File: src/rtl/lfsr_pkg.sv
// -----------------------------------------------------------------------------
// lfsr_pkg
// Shared definitions for the lfsr_prng generator: the structure selector enum,
// the legal parameter ranges and the default 32-bit tap polynomial.
// No ports (package).
// -----------------------------------------------------------------------------
package lfsr_pkg;

  // Feedback structure of the shift register.
  typedef enum logic {
    LFSR_GALOIS    = 1'b0,
    LFSR_FIBONACCI = 1'b1
  } lfsr_mode_e;

  // Legal parameter ranges, checked at elaboration by the top level.
  localparam int LFSR_MIN_WIDTH = 3;
  localparam int LFSR_MAX_WIDTH = 64;
  localparam int LFSR_MIN_STEPS = 1;

  // Default feedback polynomial of the original fixed 32-bit generator.
  localparam logic [31:0] LFSR_TAPS_32 = 32'h8020_0003;

endpackage : lfsr_pkg

File: src/rtl/lfsr_prng_if.sv
// -----------------------------------------------------------------------------
// lfsr_prng_if
// Control and output stream of the pseudo-random word generator.
//   en_i         : consumer enables stepping (state held when low)
//   seed_valid_i : load seed_i this cycle
//   seed_i       : new seed value
//   ready_i      : consumer accepts dat_o
//   dat_o        : current LFSR state (registered)
//   valid_o      : dat_o is offered
//   cnt_o        : accepted transfers since reset / last seed load
//   wrap_o       : one-cycle pulse when the state returns to the loaded seed
//   err_o        : sticky zero-seed request flag
// Modports: master = generator side, slave = consumer side.
// -----------------------------------------------------------------------------
interface lfsr_prng_if #(
  parameter int DATA_WIDTH = 32,
  parameter int CNT_WIDTH  = 32
);

  logic                  en_i;
  logic                  seed_valid_i;
  logic [DATA_WIDTH-1:0] seed_i;
  logic                  ready_i;
  logic [DATA_WIDTH-1:0] dat_o;
  logic                  valid_o;
  logic [CNT_WIDTH-1:0]  cnt_o;
  logic                  wrap_o;
  logic                  err_o;

  modport master (
    input  en_i, seed_valid_i, seed_i, ready_i,
    output dat_o, valid_o, cnt_o, wrap_o, err_o
  );

  modport slave (
    output en_i, seed_valid_i, seed_i, ready_i,
    input  dat_o, valid_o, cnt_o, wrap_o, err_o
  );

endinterface : lfsr_prng_if

File: src/rtl/lfsr_step.sv
// -----------------------------------------------------------------------------
// lfsr_step
// One combinational LFSR shift. Chained STEPS times by the top level to advance
// the register several positions per output word.
//   state      : current register value
//   next_state : value after a single shift
// Galois shifts right and folds TAPS in when the bit shifted out is 1.
// Fibonacci shifts left and inserts the parity of the tapped bits.
// -----------------------------------------------------------------------------
module lfsr_step
  import lfsr_pkg::*;
#(
  parameter int                    DATA_WIDTH = 32,
  parameter logic [DATA_WIDTH-1:0] TAPS       = DATA_WIDTH'(LFSR_TAPS_32),
  parameter lfsr_mode_e            MODE       = LFSR_GALOIS
) (
  input  logic [DATA_WIDTH-1:0] state,
  output logic [DATA_WIDTH-1:0] next_state
);

  if (MODE == LFSR_GALOIS) begin : g_galois
    assign next_state = (state >> 1) ^ (state[0] ? TAPS : '0);
  end else begin : g_fibonacci
    assign next_state = {state[DATA_WIDTH-2:0], ^(state & TAPS)};
  end

endmodule : lfsr_step

File: src/rtl/lfsr_prng.sv
// -----------------------------------------------------------------------------
// lfsr_prng
// Parametrised pseudo-random word generator with a valid/ready output stream.
//   clk_i : clock
//   rst_i : synchronous active-high reset
//   bus   : lfsr_prng_if.master (en/seed/ready in, dat/valid/cnt/wrap/err out)
// Each accepted transfer advances the LFSR by STEPS shifts. A seed load takes
// priority over a transfer in the same cycle; a zero seed is replaced by SEED
// and raises the sticky err flag.
// -----------------------------------------------------------------------------
module lfsr_prng
  import lfsr_pkg::*;
#(
  parameter int                    DATA_WIDTH = 32,
  parameter logic [DATA_WIDTH-1:0] TAPS       = DATA_WIDTH'(LFSR_TAPS_32),
  parameter int                    MODE       = 0,
  parameter int                    STEPS      = 1,
  parameter logic [DATA_WIDTH-1:0] SEED       = DATA_WIDTH'(1),
  parameter int                    CNT_WIDTH  = 32
) (
  input  logic        clk_i,
  input  logic        rst_i,
  lfsr_prng_if.master bus
);

  // ---------------------------------------------------------------------------
  // Parameter legality
  // ---------------------------------------------------------------------------
  if (DATA_WIDTH < LFSR_MIN_WIDTH || DATA_WIDTH > LFSR_MAX_WIDTH) begin : g_bad_width
    $error("lfsr_prng: DATA_WIDTH %0d outside %0d..%0d",
           DATA_WIDTH, LFSR_MIN_WIDTH, LFSR_MAX_WIDTH);
  end
  if (STEPS < LFSR_MIN_STEPS || STEPS > DATA_WIDTH) begin : g_bad_steps
    $error("lfsr_prng: STEPS %0d outside %0d..DATA_WIDTH", STEPS, LFSR_MIN_STEPS);
  end
  if (SEED == '0) begin : g_bad_seed
    $error("lfsr_prng: SEED must be nonzero, an all-zero LFSR never leaves zero");
  end
  if (MODE != 0 && MODE != 1) begin : g_bad_mode
    $error("lfsr_prng: MODE %0d is not 0 (Galois) or 1 (Fibonacci)", MODE);
  end

  localparam lfsr_mode_e MODE_E = (MODE == 1) ? LFSR_FIBONACCI : LFSR_GALOIS;

  // ---------------------------------------------------------------------------
  // State
  // ---------------------------------------------------------------------------
  logic [DATA_WIDTH-1:0] state;
  logic [DATA_WIDTH-1:0] wrap_ref;   // last loaded seed, compared for wrap_o
  logic [CNT_WIDTH-1:0]  cnt;
  logic                  valid;
  logic                  wrap;
  logic                  err;

  // ---------------------------------------------------------------------------
  // Multi-step next-state chain: chain[0] is the current state, chain[STEPS]
  // the state after one full output transfer.
  // ---------------------------------------------------------------------------
  logic [DATA_WIDTH-1:0] chain [STEPS+1];

  assign chain[0] = state;

  for (genvar i = 0; i < STEPS; i++) begin : g_chain
    lfsr_step #(
      .DATA_WIDTH (DATA_WIDTH),
      .TAPS       (TAPS),
      .MODE       (MODE_E)
    ) u_step (
      .state      (chain[i]),
      .next_state (chain[i+1])
    );
  end

  // ---------------------------------------------------------------------------
  // Load / fire decode
  // ---------------------------------------------------------------------------
  logic                  fire;
  logic                  seed_zero;
  logic [DATA_WIDTH-1:0] load_val;

  assign fire      = valid & bus.ready_i & bus.en_i;
  assign seed_zero = (bus.seed_i == '0);
  assign load_val  = seed_zero ? SEED : bus.seed_i;

  // NOTE: reset is sampled on the clock edge here, so it lives inside the
  // clocked branch rather than in the sensitivity list; every register below
  // uses <= so all of them see pre-edge values of each other.
  always_ff @(posedge clk_i) begin
    if (rst_i) begin
      state    <= SEED;
      wrap_ref <= SEED;
      cnt      <= '0;
      valid    <= 1'b0;
      wrap     <= 1'b0;
      err      <= 1'b0;
    end else begin
      // valid mirrors en one cycle late; a fire needs both, so dropping en
      // stalls the stream immediately even though valid falls a cycle later.
      valid <= bus.en_i;
      wrap  <= 1'b0;
      if (bus.seed_valid_i) begin
        // The handshake on the old word still completes for the consumer,
        // but it neither advances the state nor counts.
        state    <= load_val;
        wrap_ref <= load_val;
        cnt      <= '0;
        if (seed_zero) begin
          err <= 1'b1;
        end
      end else if (fire) begin
        state <= chain[STEPS];
        cnt   <= cnt + CNT_WIDTH'(1);
        wrap  <= (chain[STEPS] == wrap_ref);
      end
    end
  end

  // ---------------------------------------------------------------------------
  // Outputs
  // ---------------------------------------------------------------------------
  assign bus.dat_o   = state;
  assign bus.valid_o = valid;
  assign bus.cnt_o   = cnt;
  assign bus.wrap_o  = wrap;
  assign bus.err_o   = err;

endmodule : lfsr_prng

File: src/flat_wrapper.sv
// flat-port wrapper written by rule: the top's interface ports become plain ports
module lfsr_prng_flat import lfsr_pkg::*;
#(
  parameter int                    DATA_WIDTH = 32,
  parameter logic [DATA_WIDTH-1:0] TAPS       = DATA_WIDTH'(LFSR_TAPS_32),
  parameter int                    MODE       = 0,
  parameter int                    STEPS      = 1,
  parameter logic [DATA_WIDTH-1:0] SEED       = DATA_WIDTH'(1),
  parameter int                    CNT_WIDTH  = 32
)
  (clk_i, rst_i, bus_en_i, bus_seed_valid_i, bus_seed_i, bus_ready_i, bus_dat_o, bus_valid_o, bus_cnt_o, bus_wrap_o, bus_err_o);
  lfsr_prng_if #(.DATA_WIDTH(DATA_WIDTH), .CNT_WIDTH(CNT_WIDTH)) bus_i ();
  input  logic clk_i;
  input  logic rst_i;
  input wire logic [$bits(bus_i.en_i)-1:0] bus_en_i;
  input wire logic [$bits(bus_i.seed_valid_i)-1:0] bus_seed_valid_i;
  input wire logic [$bits(bus_i.seed_i)-1:0] bus_seed_i;
  input wire logic [$bits(bus_i.ready_i)-1:0] bus_ready_i;
  output wire logic [$bits(bus_i.dat_o)-1:0] bus_dat_o;
  output wire logic [$bits(bus_i.valid_o)-1:0] bus_valid_o;
  output wire logic [$bits(bus_i.cnt_o)-1:0] bus_cnt_o;
  output wire logic [$bits(bus_i.wrap_o)-1:0] bus_wrap_o;
  output wire logic [$bits(bus_i.err_o)-1:0] bus_err_o;
  assign bus_i.en_i = bus_en_i;
  assign bus_i.seed_valid_i = bus_seed_valid_i;
  assign bus_i.seed_i = bus_seed_i;
  assign bus_i.ready_i = bus_ready_i;
  assign bus_dat_o = bus_i.dat_o;
  assign bus_valid_o = bus_i.valid_o;
  assign bus_cnt_o = bus_i.cnt_o;
  assign bus_wrap_o = bus_i.wrap_o;
  assign bus_err_o = bus_i.err_o;
  lfsr_prng #(.DATA_WIDTH(DATA_WIDTH), .TAPS(TAPS), .MODE(MODE), .STEPS(STEPS), .SEED(SEED), .CNT_WIDTH(CNT_WIDTH)) u_core (.clk_i(clk_i), .rst_i(rst_i), .bus(bus_i));
endmodule
File: config.mk
export PLATFORM = sky130hd
export DESIGN_NAME = lfsr_prng_flat
export DESIGN_NICKNAME = d
export VERILOG_FILES = /design/src/rtl/lfsr_pkg.sv /design/src/rtl/lfsr_prng_if.sv /design/src/rtl/lfsr_step.sv /design/src/rtl/lfsr_prng.sv /design/src/flat_wrapper.sv
export SDC_FILE = /design/constraint.sdc
export NUM_CORES = 1
export LEC_CHECK = 0
export ABC_AREA = 0
export CAP_MARGIN = 20
export CORE_MARGIN = 5
export CORE_UTILIZATION = 46
export DETAILED_ROUTE_END_ITERATION = 7
export PLACE_DENSITY = 0.81
export SLEW_MARGIN = 5
export SYNTH_ARGS = -nofsm -noshare
export SYNTH_HDL_FRONTEND = slang
export SYNTH_HIERARCHICAL = 1
export SYNTH_SLANG_ARGS = --single-unit
File: constraint.sdc
create_clock -name clk_i -period 5.3 [get_ports clk_i]
set_input_delay 0.795 -clock clk_i [delete_from_list [all_inputs] [get_ports clk_i]]
set_output_delay 0.795 -clock clk_i [all_outputs]
set_load 0.01 [all_outputs]
# == Yosys cells after proc, flatten, opt, wreduce, memory -nomap -nowiden ==
# Index checks and enable logic that the tools add are counted.
# totals
mem_count,0
mem_bits_ro,0
output_inout_bits,67
latch_bits,0
elab_cells,21
in_bits,37
ff_bits,99
mem_bits_rw,0
# classes
div,0
multipliers,0
bitwise_logic,4
reduce_logical,5
n_lt_le_gt_ge,0
mux,4
n_addsub,1
n_shift,0
n_eq_ne,1
# op_table
op,count
2-to-1 mux 32 bit,4
adder 32 x 1 -> 32 bit (second input constant),1
== test 32 bit,1
logical NOT 32 bit,1
bitwise XOR 31 x 32 -> 32 bit,1
OR reduction 3 bit,1
bitwise AND 1 bit,2
AND reduction 2 bit,1
nonzero test 2 bit,1
OR reduction 2 bit,1
NOT 1 bit,1

# == Logic depth before layout (Yosys ltp) ==
# depth
word_depth,4
mapped_depth,7
depth_no_buf,5

# == Cells and area by module ==
# Netlist, hierarchy kept.
# by_module_without_submodules
mod,area_per_inst_um2,cells_each,seq_area_each_um2,n_inst
lfsr_prng,4765.8,558,1981.9,1
lfsr_step,244.0,32,0.0,1

# == Worst setup path after synthesis ==
# Ideal clock, no wire load.
# synth_path
path_kind,input -> register
startpoint,input bus_en_i
endpoint,register u_core.cnt[23] (netlist: u_core/bus.cnt_o[23])
slack_ns,3.016
setup_ns,0.070
path_buffers,1
required_ns,5.230
arrival_time_ns,2.214
cell_stages,5
path_cell_list,nand3_2 > or4_1 > buf_2 > or4_1 > a21oi_1
# synth_between
elab_chain_len,1
# synth_lines
element,line_no,rtl
"start, declared",flat_wrapper.sv:15,input wire logic [$bits(bus_i.en_i)-1:0] bus_en_i;
bitwise AND 1 bit,lfsr_prng.sv:81,assign fire = valid & bus.ready_i & bus.en_i;
"end signal, assigned",lfsr_prng.sv:112,cnt <= cnt + CNT_WIDTH'(1);
"end, declared",lfsr_prng.sv:50,logic [CNT_WIDTH-1:0] cnt;
# Every way passes these cells.
# A chain may end at the register's enable or synchronous reset.

# == Worst setup path in the final report ==
# layout_path
startpoint,input bus_en_i
endpoint,register u_core.cnt[29] (netlist: u_core/bus.cnt_o[29])
# The elaborated chain is that of the path after synthesis.

==> metrics.md <==
| Metric | Value |
|---|---|
| Crit path setup slack, layout | `2007 ps` |
| CTS Buf Count | `9` |
| TNS Setup | `0 ps` |
| CTS tree | `built` |
| R2R depth | `4` |
| Post-synthesis register bit count | `99` |
| Dpl cell area | `5630 µm²` |
| Slew Limit Fails | `0` |
| Hold worst-path end | `u_core/wrap_ref[10]` |
| Register area share after synthesis | `0.3956` |
| Grt total ovfl | `0` |
| Startpoint type of the worst setup path | `input pin` |
| Vias in the first global route | `4,118` |
| Ant. Diodes | `0` |
| Post-route DRC violation count | `0` |
| Port Buffers | `103` |
| Cell Pwr Density | `265.8 nW/µm²` |
| DRT iter0 DRCs | `365` |
| Routability cong. | `0.8479` |
| Tcrit/Tclk final | `0.6213` |
| Status | `completed` |
| Post-Layout Cell Count | `757` |
| Clk_lat worst skew | `360 ps` |
| Post-CTS Setup Repair Bufs | `0` |
| H-tree depth | `3` |
| Initial antenna violation count | `0` |
| Final core occ | `0.5474` |
| First-pass GRT wire length | `20,270 µm` |
| Worst hold stages | `2` |
| Tightest Pin Transition | `966.8 ps` |
| RSZ-0062 raised after global routing | `false` |
| Die ar. | `13,080 µm²` |
| P&R area growth vs syn | `17.41%` |
| Post-Syn Nets | `628` |
| Min-Delay Path Class | `reg -> reg` |
| R2R setup slack | `2580 ps` |
| Endpoints failing hold | `0` |
| Layout cell share with drive strength beyond 1 | `0.04376` |
| Total Wirelength | `12,720 µm` |
| WL per Instance | `16.81 µm` |
| YS warnings | `6` |
| Die Y | `114.4 µm` |
| Critical Setup Path Class | `in -> reg` |
| CP max stage cell | `or4_1` |
| Largest net degree at the start of global routing | `69` |
| Slew headroom | `0.3555` |
| DRT Pass-1 Iters | `6` |
| Setup violators final | `0` |
| Starting density of the core | `0.4662` |
| Bufs on Longest Clock Path | `2` |
| Critical Path RT | `5590 ps` |
| Final min period | `3293 ps` |
| Detail Route Antenna Nets | `0` |
| Max Cap Viol | `0` |
| Fmax | `303.7 MHz` |
| IO Pins | `104` |
| Clk_skew | `10.73 ps` |
| Max FO, Critical Path | `27` |
| Cts-stage hold buffer count | `0` |
| Yosys cell types | `39` |
| Synth Area per Inst | `8.491 µm²` |
| Fin nets | `650` |
| Worst hold start | `u_core/wrap_ref[10]` |
| Fill count | `978` |
| Area of the mapped netlist | `5010 µm²` |
| CP cell instances | `clkdlybuf4s50_1, nand3_2, or4_1, or4_1, a21oi_1` |
| Post-CTS sizing | `0` |
| IR drop worst, VDD | `0.0001824 V` |
| Clock Tree Root | `clkbuf_8` |
| Core ar. | `10,750 µm²` |
| Worst r2r src | `u_core/bus.valid_o` |
| Reg clk slew, reported paths | `100 ps` |
| Crit-path leading delay family | `simple AND/OR/NAND/NOR gates` |
| Via count | `4,305` |
| Vias per std cell | `5.687` |
| Worst path max stage delay | `980 ps` |
| Arr. time, crit path | `3580 ps` |
| FP Rows | `38` |
| CP Buf/Inv Count | `1` |
| Worst path most repeated cell | `or4_1` |
| Leakage | `2.089 nW` |
| Cell count after synthesis | `590` |
| Post-route cell area | `5882 µm²` |
| Cells after DPL | `740` |
| DP HPWL | `8845 µm` |
| Sinks on the clock net | `99` |
| Critical path capture point type | `flip-flop` |
| Die Span X | `114.4 µm` |
| Placement Setup Slack | `1675 ps` |
| Reg-to-reg critical path endpoint | `u_core/bus.cnt_o[29]` |
| GRT Total Usage | `0.1893` |
## routing by layer
layer / wire [µm] / global-route usage / share of wire
met5: 0 / 0 / 0
met4: 235 / 0.05463 / 0.018
met3: 909 / 0.04334 / 0.071
met2: 6096 / 0.3154 / 0.48
met1: 5482 / 0.2457 / 0.43
## how the worst max path moves through the flow
stage	endpoint	slack, ps	cells after the start	start
floorplan	u_core/bus.cnt_o[23]	3020	5	bus_en_i
global placement	u_core/bus.cnt_o[23]	1730	5	bus_en_i
detailed placement	u_core/bus.cnt_o[29]	1670	5	bus_en_i
CTS	u_core/bus.cnt_o[25]	2050	5	bus_en_i
global route	u_core/bus.cnt_o[25]	1870	5	bus_en_i
finish	u_core/bus.cnt_o[29]	2010	5	bus_en_i
## cell usage in the layout (no fill, tap or decap), types with 13 or more instances in the layout
cell	instances
a21oi_1	31
a311oi_1	19
clkdlybuf4s50_1	101
dfxtp_1	99
mux2i_1	32
nand2_1	76
nand4_1	13
nor2_1	63
nor4_1	20
o21a_1	13
o31ai_1	14
or4_1	16
xor2_1	35
## power breakdown
group	total [mW]	leakage [nW]	internal, mW	switching, mW
registers	0.805	0.812	0.774	0.0312
logic	0.197	1.16	0.0977	0.0996
clock network	0.561	0.119	0.285	0.276
## registers in the layout, indices dropped and copies added, names as in the netlist
signal,count
u_core/bus.valid_o,1
u_core/bus.err_o,1
u_core/bus.dat_o,32
u_core/wrap_ref,32
u_core/bus.wrap_o,1
u_core/bus.cnt_o,32
## worst min-delay path: cells and delay by family (launching register included)
| kind | cells | cell delay, ps |
|---|---|---|
| compound gates | 1 | 60 |
| simple gates | 1 | 60 |
| flops | 1 | 330 |
## cells in the mapped netlist, drive strengths merged
library cell,count,area share
o31a,1,0.0017
a21oi,31,0.031
clkbuf,27,0.020
or3,4,0.0050
nand4bb,1,0.0022
and2,2,0.0025
or2,2,0.0025
and3,2,0.0025
o31ai,14,0.021
o21ba,1,0.0020
or4,16,0.024
xor2,35,0.061
xnor2,11,0.019
o21a,13,0.019
nor2,63,0.047
nor4,21,0.027
nand2,76,0.057
ha,1,0.0025
a21o,2,0.0030
a41o,1,0.0020
nor2b,1,0.0012
inv,8,0.0060
a311oi,19,0.033
and4,4,0.0070
dfxtp,99,0.40
nor3,6,0.0060
buf,68,0.098
mux2i,32,0.064
nand4,14,0.019
nand3,11,0.013
o21ai,4,0.0040
## logic make-up (layout without fill, tap and decap cells)
family,count (synthesis),after routing,synth area share
flops,99,99,0.3956
xor+xnor,46,46,0.08042
compound gates,86,86,0.1174
mux,32,32,0.06394
fa+ha+maj,1,1,0.002497
buf+inv,103,130,0.1239
simple gates,223,223,0.2163
## layout make-up
type,instances,area [µm²],share of cell area
inverters,8,30.03,0.005105
clock buffers,10,137.6,0.02340
flip-flops and latches,99,1982,0.3369
repair buffers,106,1056,0.1795
clock inverters,6,93.84,0.01595
multi-input cells,388,2407,0.4093
well taps,140,175.2,0.02978
## stage by stage
step	hold WS (ps)	power, mW
floorplan	448.1	0.9584
global placement	462.3	1.010
detailed placement	469.0	1.015
CTS	484.7	1.574
global route	511.6	1.621
finish	485.1	1.563
Note: power is estimated with default switching activity, not from simulation.
